[config.mk]
export PLATFORM = sky130hd
export DESIGN_NAME = controle_entrada_saida
export DESIGN_NICKNAME = d
export VERILOG_FILES = /design/src/rtl/io_pkg.sv /design/src/rtl/debounce_botao.sv /design/src/rtl/controle_entrada_saida.sv
export SDC_FILE = /design/constraint.sdc
export NUM_CORES = 1
export LEC_CHECK = 0
export CORE_MARGIN = 2
export CORE_UTILIZATION = 48
export DETAILED_ROUTE_END_ITERATION = 16
export GPL_ROUTABILITY_DRIVEN = 0
export HOLD_SLACK_MARGIN = 0.02
export PLACE_DENSITY = 0.89
export SYNTH_ARGS = -nofsm -noshare
export SYNTH_HDL_FRONTEND = slang
export SYNTH_HIERARCHICAL = 1
export SYNTH_SLANG_ARGS = --single-unit
[constraint.sdc]
create_clock -name clk -period 3.9 [get_ports clk]
set_input_delay 0.585 -clock clk [delete_from_list [all_inputs] [get_ports clk]]
set_output_delay 0.585 -clock clk [all_outputs]
set_load 0.005 [all_outputs]
[src/rtl/io_pkg.sv]
// Shared I/O instruction codes and controller state encodings.
// The decoder and the BCD display driver use the same io_ctrl constants.
package io_pkg;

  localparam logic [1:0] IO_NOP = 2'b00;
  localparam logic [1:0] IO_OUT = 2'b01;
  localparam logic [1:0] IO_IN  = 2'b10;

  typedef enum logic [1:0] {
    IDLE         = 2'b00,
    WAIT_PRESS   = 2'b01,
    WAIT_RELEASE = 2'b10,
    DONE         = 2'b11
  } estado_t;

endpackage

[src/rtl/debounce_botao.sv]
// Confirm-button conditioning: 2-flop synchronizer, polarity normalisation,
// stable-level debounce and one-cycle rise/fall pulses aligned with btn_db.
module debounce_botao #(
  parameter int DEBOUNCE_CYCLES = 50000,
  parameter bit ATIVO_BAIXO     = 1'b1
) (
  input  logic clk,
  input  logic reset_n,
  input  logic botao_in,
  output logic btn_db,
  output logic rise,
  output logic fall
);

  localparam int       CW    = $clog2(DEBOUNCE_CYCLES) + 1;
  localparam logic     SOLTO = ATIVO_BAIXO ? 1'b1 : 1'b0;
  localparam [CW-1:0]  ULTIMO = CW'(DEBOUNCE_CYCLES - 1);

  logic          sync_a;
  logic          sync_b;
  logic          btn;
  logic [CW-1:0] cnt;

  assign btn = ATIVO_BAIXO ? ~sync_b : sync_b;

  // Synchronizer, debounce counter and edge pulses.
  always_ff @(posedge clk or negedge reset_n) begin
    if (!reset_n) begin
      sync_a <= SOLTO;
      sync_b <= SOLTO;
      cnt    <= '0;
      btn_db <= 1'b0;
      rise   <= 1'b0;
      fall   <= 1'b0;
    end else begin
      sync_a <= botao_in;
      sync_b <= sync_a;
      rise   <= 1'b0;
      fall   <= 1'b0;
      if (btn != btn_db) begin
        // A level must differ on DEBOUNCE_CYCLES consecutive edges to be accepted.
        if (cnt == ULTIMO) begin
          btn_db <= btn;
          cnt    <= '0;
          rise   <= btn;
          fall   <= ~btn;
        end else begin
          cnt <= cnt + CW'(1);
        end
      end else begin
        cnt <= '0;
      end
    end
  end

endmodule

[src/rtl/controle_entrada_saida.sv]
// I/O instruction sequencer: OUT latches a display word, IN stalls the CPU
// until the operator confirms the switches with a debounced press/release.
module controle_entrada_saida #(
  parameter int DEBOUNCE_CYCLES   = 50000,
  parameter bit BOTAO_ATIVO_BAIXO = 1'b1,
  parameter int LIMITE_DISPLAY    = 999
) (
  input  logic        clk,
  input  logic        reset_n,
  input  logic [1:0]  io_ctrl,
  input  logic [31:0] dados_escrita,
  input  logic        botao_in,
  input  logic [3:0]  entrada_dados,
  output logic [31:0] dados_lidos,
  output logic [31:0] dado_display,
  output logic        display_valid,
  output logic        display_overflow,
  output logic        stall,
  output logic        aguardando
);

  import io_pkg::*;

  estado_t    estado;
  logic [3:0] sw_a;
  logic [3:0] sw_sync;
  logic       btn_db;
  logic       btn_rise;
  logic       btn_fall;

  debounce_botao #(
    .DEBOUNCE_CYCLES(DEBOUNCE_CYCLES),
    .ATIVO_BAIXO    (BOTAO_ATIVO_BAIXO)
  ) u_debounce (
    .clk     (clk),
    .reset_n (reset_n),
    .botao_in(botao_in),
    .btn_db  (btn_db),
    .rise    (btn_rise),
    .fall    (btn_fall)
  );

  // Switch synchronizer.
  always_ff @(posedge clk or negedge reset_n) begin
    if (!reset_n) begin
      sw_a    <= 4'd0;
      sw_sync <= 4'd0;
    end else begin
      sw_a    <= entrada_dados;
      sw_sync <= sw_a;
    end
  end

  // Controller FSM with its output registers.
  always_ff @(posedge clk or negedge reset_n) begin
    if (!reset_n) begin
      estado        <= IDLE;
      dados_lidos   <= 32'd0;
      dado_display  <= 32'd0;
      display_valid <= 1'b0;
    end else begin
      case (estado)
        IDLE: begin
          if (io_ctrl == IO_IN) begin
            estado <= WAIT_PRESS;
          end else if (io_ctrl == IO_OUT) begin
            dado_display  <= dados_escrita;
            display_valid <= 1'b1;
          end else begin
            estado <= IDLE;
          end
        end
        WAIT_PRESS: begin
          // Only a fresh press counts; a button already held on entry yields no rise.
          if (btn_rise) begin
            dados_lidos <= {28'd0, sw_sync};
            estado      <= WAIT_RELEASE;
          end else begin
            estado <= WAIT_PRESS;
          end
        end
        WAIT_RELEASE: begin
          if (btn_fall) begin
            estado <= DONE;
          end else begin
            estado <= WAIT_RELEASE;
          end
        end
        DONE:    estado <= IDLE;
        default: estado <= IDLE;
      endcase
    end
  end

  // Stall covers the decode cycle of an IN; reset releases the pipeline at once.
  always_comb begin
    stall      = 1'b0;
    aguardando = 1'b0;
    if (reset_n) begin
      stall = ((estado == IDLE) && (io_ctrl == IO_IN)) ||
              (estado == WAIT_PRESS) || (estado == WAIT_RELEASE);
      aguardando = (estado == WAIT_PRESS);
    end else begin
      stall      = 1'b0;
      aguardando = 1'b0;
    end
  end

  assign display_overflow = (dado_display > 32'(LIMITE_DISPLAY));

endmodule

==> impl_results.md <==
* Status: completed
* Endpoint class of the critical path: output port
* Final Setup Violations at 0
* Number of clock sinks seen by CTS at about 70
* Die Height at 83.56 um
* CTS H-tree depth at 3
* Number of antenna violations at the first check in global routing at 0
* Areal power density over the cells at 379.4 nW/um2
* Crit start category: flip-flop
* Area Growth Syn to Fin at 32.00%
* Final design instance area without fill at 4010 um2
* CTS tree: yes
* Final clock skew at about 11 ps
* Number of diodes added for antenna fixing at 0
* Wire length of the first global-routing pass at 9549 um
* Max Root-Sink Buffers at 2
* Share of the clock period used by the worst path at 67.12%
* Required arrival time at the worst endpoint at ~3300 ps
* Total number of placement rows at 28
* Port buffer count at 80
* Grt ovf at 0
* Aggregate global-route resource usage at between 10% and 20%
* Source-to-sink clock delay at the later pin of the worst-skew pair at 350 ps
* Die span in x at 83.56 um
* Core region area at 6026 um2
* I/O pins at 109
* Synth Instances at around 240
* Crit path max fanout at 3
* # DRC at 0
* Final critical delay including setup and external delays at 2618 ps
* Number of buffers inserted for hold repair after clock tree synthesis at 0
* Clock root buffer master: clkbuf_8
* Placed cell count at just under 400
* Count of antenna-violating nets left after detailed routing at 0
* Total of flip-flops plus latches after synthesis at 69
* # Post-CTS Setup Buffers at 0
* Data arrival time of the critical path at 2030 ps
* Highest ir drop seen on vdd at 0.0002596 V
* Share of final-layout standard cells stronger than drive strength 1 at between 20% and 30%
* Area post-placement at 3784 um2
* Final non-filler cell total at between 400 and 500
* Final-report hold violation count at 0
* Fmax at 382.0 MHz
* Headroom to the max-slew limit at 55.49%
* Via count at 2,028
* Number of different library cells in the post-synthesis netlist at 40
* Number of global-route vias before repair at 2,016
* CTS resizes at 0
* Final routed wirelength across all metal layers at 5876 um
* Fill cell count at 437
* Placed wire-length estimate at ~4300 um
* Area of the mapped netlist at slightly above 3000 um2
* Number of slew-limit violations in the final report at 0
* Warnings, synthesis at 6
* Vias per Instance at 5.007
* Initial cell density of the core at 50.42%
* DR WL/cell at 14.51 um
* Unrepaired setup endpoints after global routing: no
* First-pass iteration count of the detailed router at 4
* Clock-pin slew on the worst setup and hold paths at roughly 80 ps
* Class of the most critical setup path: reg2out
* Die Area at 6981 um2
* Maxcap violations at 0
* Nets@finish at 367
* Sequential area share after synthesis at 56.92%
* Syn_area_per_cell at 12.76 um2
* Leakage power at 1.771 nW
* Largest net degree at the start of global routing at 56
* Slew at the pin closest to its max-slew limit at roughly 670 ps
* Worst hold-check path type: in2async
* Iter 0 DRT Violations at 90
* CTS buffer count at 9
* Final total negative setup slack at 0 ps
-- path summary, 6_finish.rpt --
path / cells past startpoint / end / slack [ps] / startpoint
worst max-delay path: 4 / display_overflow / 1280 / dado_display[23]
worst min-delay path: 1 / sw_a[0] / 120 / reset_n
worst max register to register: 3 / u_debounce/cnt[11] / 2030 / u_debounce/cnt[5]
worst min register to register: 0 / sw_sync[1] / 360 / sw_a[1]
max in group asynchronous: 2 / dado_display[18] / 2780 / reset_n
min in group clk: 0 / sw_sync[1] / 360 / sw_a[1]
-- cell usage after synthesis (all sizes together) --
| cell | n | share of area [%] |
|---|---|---|
| xnor2 | 10 | 2.9 |
| and4 | 2 | 0.58 |
| or2 | 1 | 0.21 |
| dfstp | 2 | 1.7 |
| buf | 33 | 8.6 |
| inv | 5 | 0.62 |
| o211ai | 1 | 0.25 |
| nand2 | 9 | 1.2 |
| or3 | 4 | 1.2 |
| xor2 | 2 | 0.58 |
| a21oi | 4 | 0.78 |
| nor2 | 15 | 1.9 |
| nor4 | 7 | 1.4 |
| o22ai | 1 | 0.21 |
| nand4 | 3 | 0.62 |
| mux2 | 36 | 13 |
| ha | 1 | 0.41 |
| o21ai | 5 | 0.95 |
| or4 | 4 | 1.1 |
| and3 | 3 | 0.66 |
| nor3 | 6 | 0.99 |
| nand4b | 1 | 0.29 |
| nor2b | 1 | 0.21 |
| nor4b | 1 | 0.78 |
| o31ai | 2 | 0.49 |
| conb | 1 | 0.12 |
| mux2i | 2 | 0.66 |
| nor3b | 1 | 0.25 |
| dfrtp | 67 | 55 |
| nand3 | 8 | 1.9 |
-- critical path, cell delays in order, from the launching register on --
cell	delay, ps
dfrtp_1	390
or4_1	530
nor3_1	180
o211ai_1	120
clkdlybuf4s50_1	470
-- layout make-up --
cell class | count | area (um2) | area share (%)
Multi-Input combinational cell | 158 | 1131 | 28.21
Clock buffer | 9 | 123.9 | 3.089
Clock inverter | 7 | 102.6 | 2.558
Timing Repair Buffer | 82 | 810.8 | 20.22
Sequential cell | 69 | 1729 | 43.12
Tap cell | 75 | 93.84 | 2.340
Inverter | 5 | 18.77 | 0.4680
-- routing by layer --
layer  up-vias  track usage [%]  wire length [um]
li1        952                -                 -
met1       988            20.68              2382
met2        74            28.08              2928
met3        14            6.528               393
met4         0            7.771               172
met5         -                0                 0
-- cell families after synthesis --
group                    share of synthesized area [%]
adder cells (fa/ha/maj)                         0.4118
other                                           0.1234
buffers and inverters                            9.184
AO/OA/AOI/OAI                                    2.677
AND/OR/NAND/NOR                                  13.22
multiplexers                                     14.00
XOR/XNOR                                         3.460
flip-flops                                       56.92
-- sequential cells by signal (all words and copies together), names as in the netlist, named ones only --
signal	cells
dado_display	32
dados_lidos	4
display_valid	1
estado	1
sw_a	4
sw_sync	4
u_debounce/btn_db	1
u_debounce/cnt	17
u_debounce/fall	1
u_debounce/rise	1
u_debounce/sync_a	1
u_debounce/sync_b	1
-- cell usage in the layout (no fill, tap or decap), types with 3 or more instances in the layout --
cell type        synthesis  layout
nand2_1                  8       8
nor3_1                   6       6
nor4_1                   7       7
nor2_1                  15      15
nand3_1                  6       6
inv_6                    0       3
or4_1                    3       3
clkdlybuf4s50_1          0      79
mux2_2                  36      36
xnor2_1                 10      10
nand4_1                  3       3
o21ai_0                  4       4
clkbuf_8                 0       9
conb_1                   1      28
inv_1                    5       5
a21oi_1                  3       3
dfrtp_1                 67      67
-- metrics by stage --
step,hold slack (ps),setup WS [ps],util (%),total power [mW]
finish,123.9,1282,66.55,1.522
global route,127.4,1132,66.55,1.594
CTS,121.1,1261,66.55,1.540
detailed placement,344.1,1319,62.79,0.8880
global placement,333.7,1366,62.79,0.8835
floorplan,289.4,2192,-,0.8157
-- report_power, final --
group | switching [mW] | internal (mW) | leakage (nW)
Sequential | 0.0153 | 0.737 | 0.913
Clock | 0.281 | 0.367 | 0.111
Combinational | 0.0448 | 0.0760 | 0.747
Power figures use the tool's default switching activity.
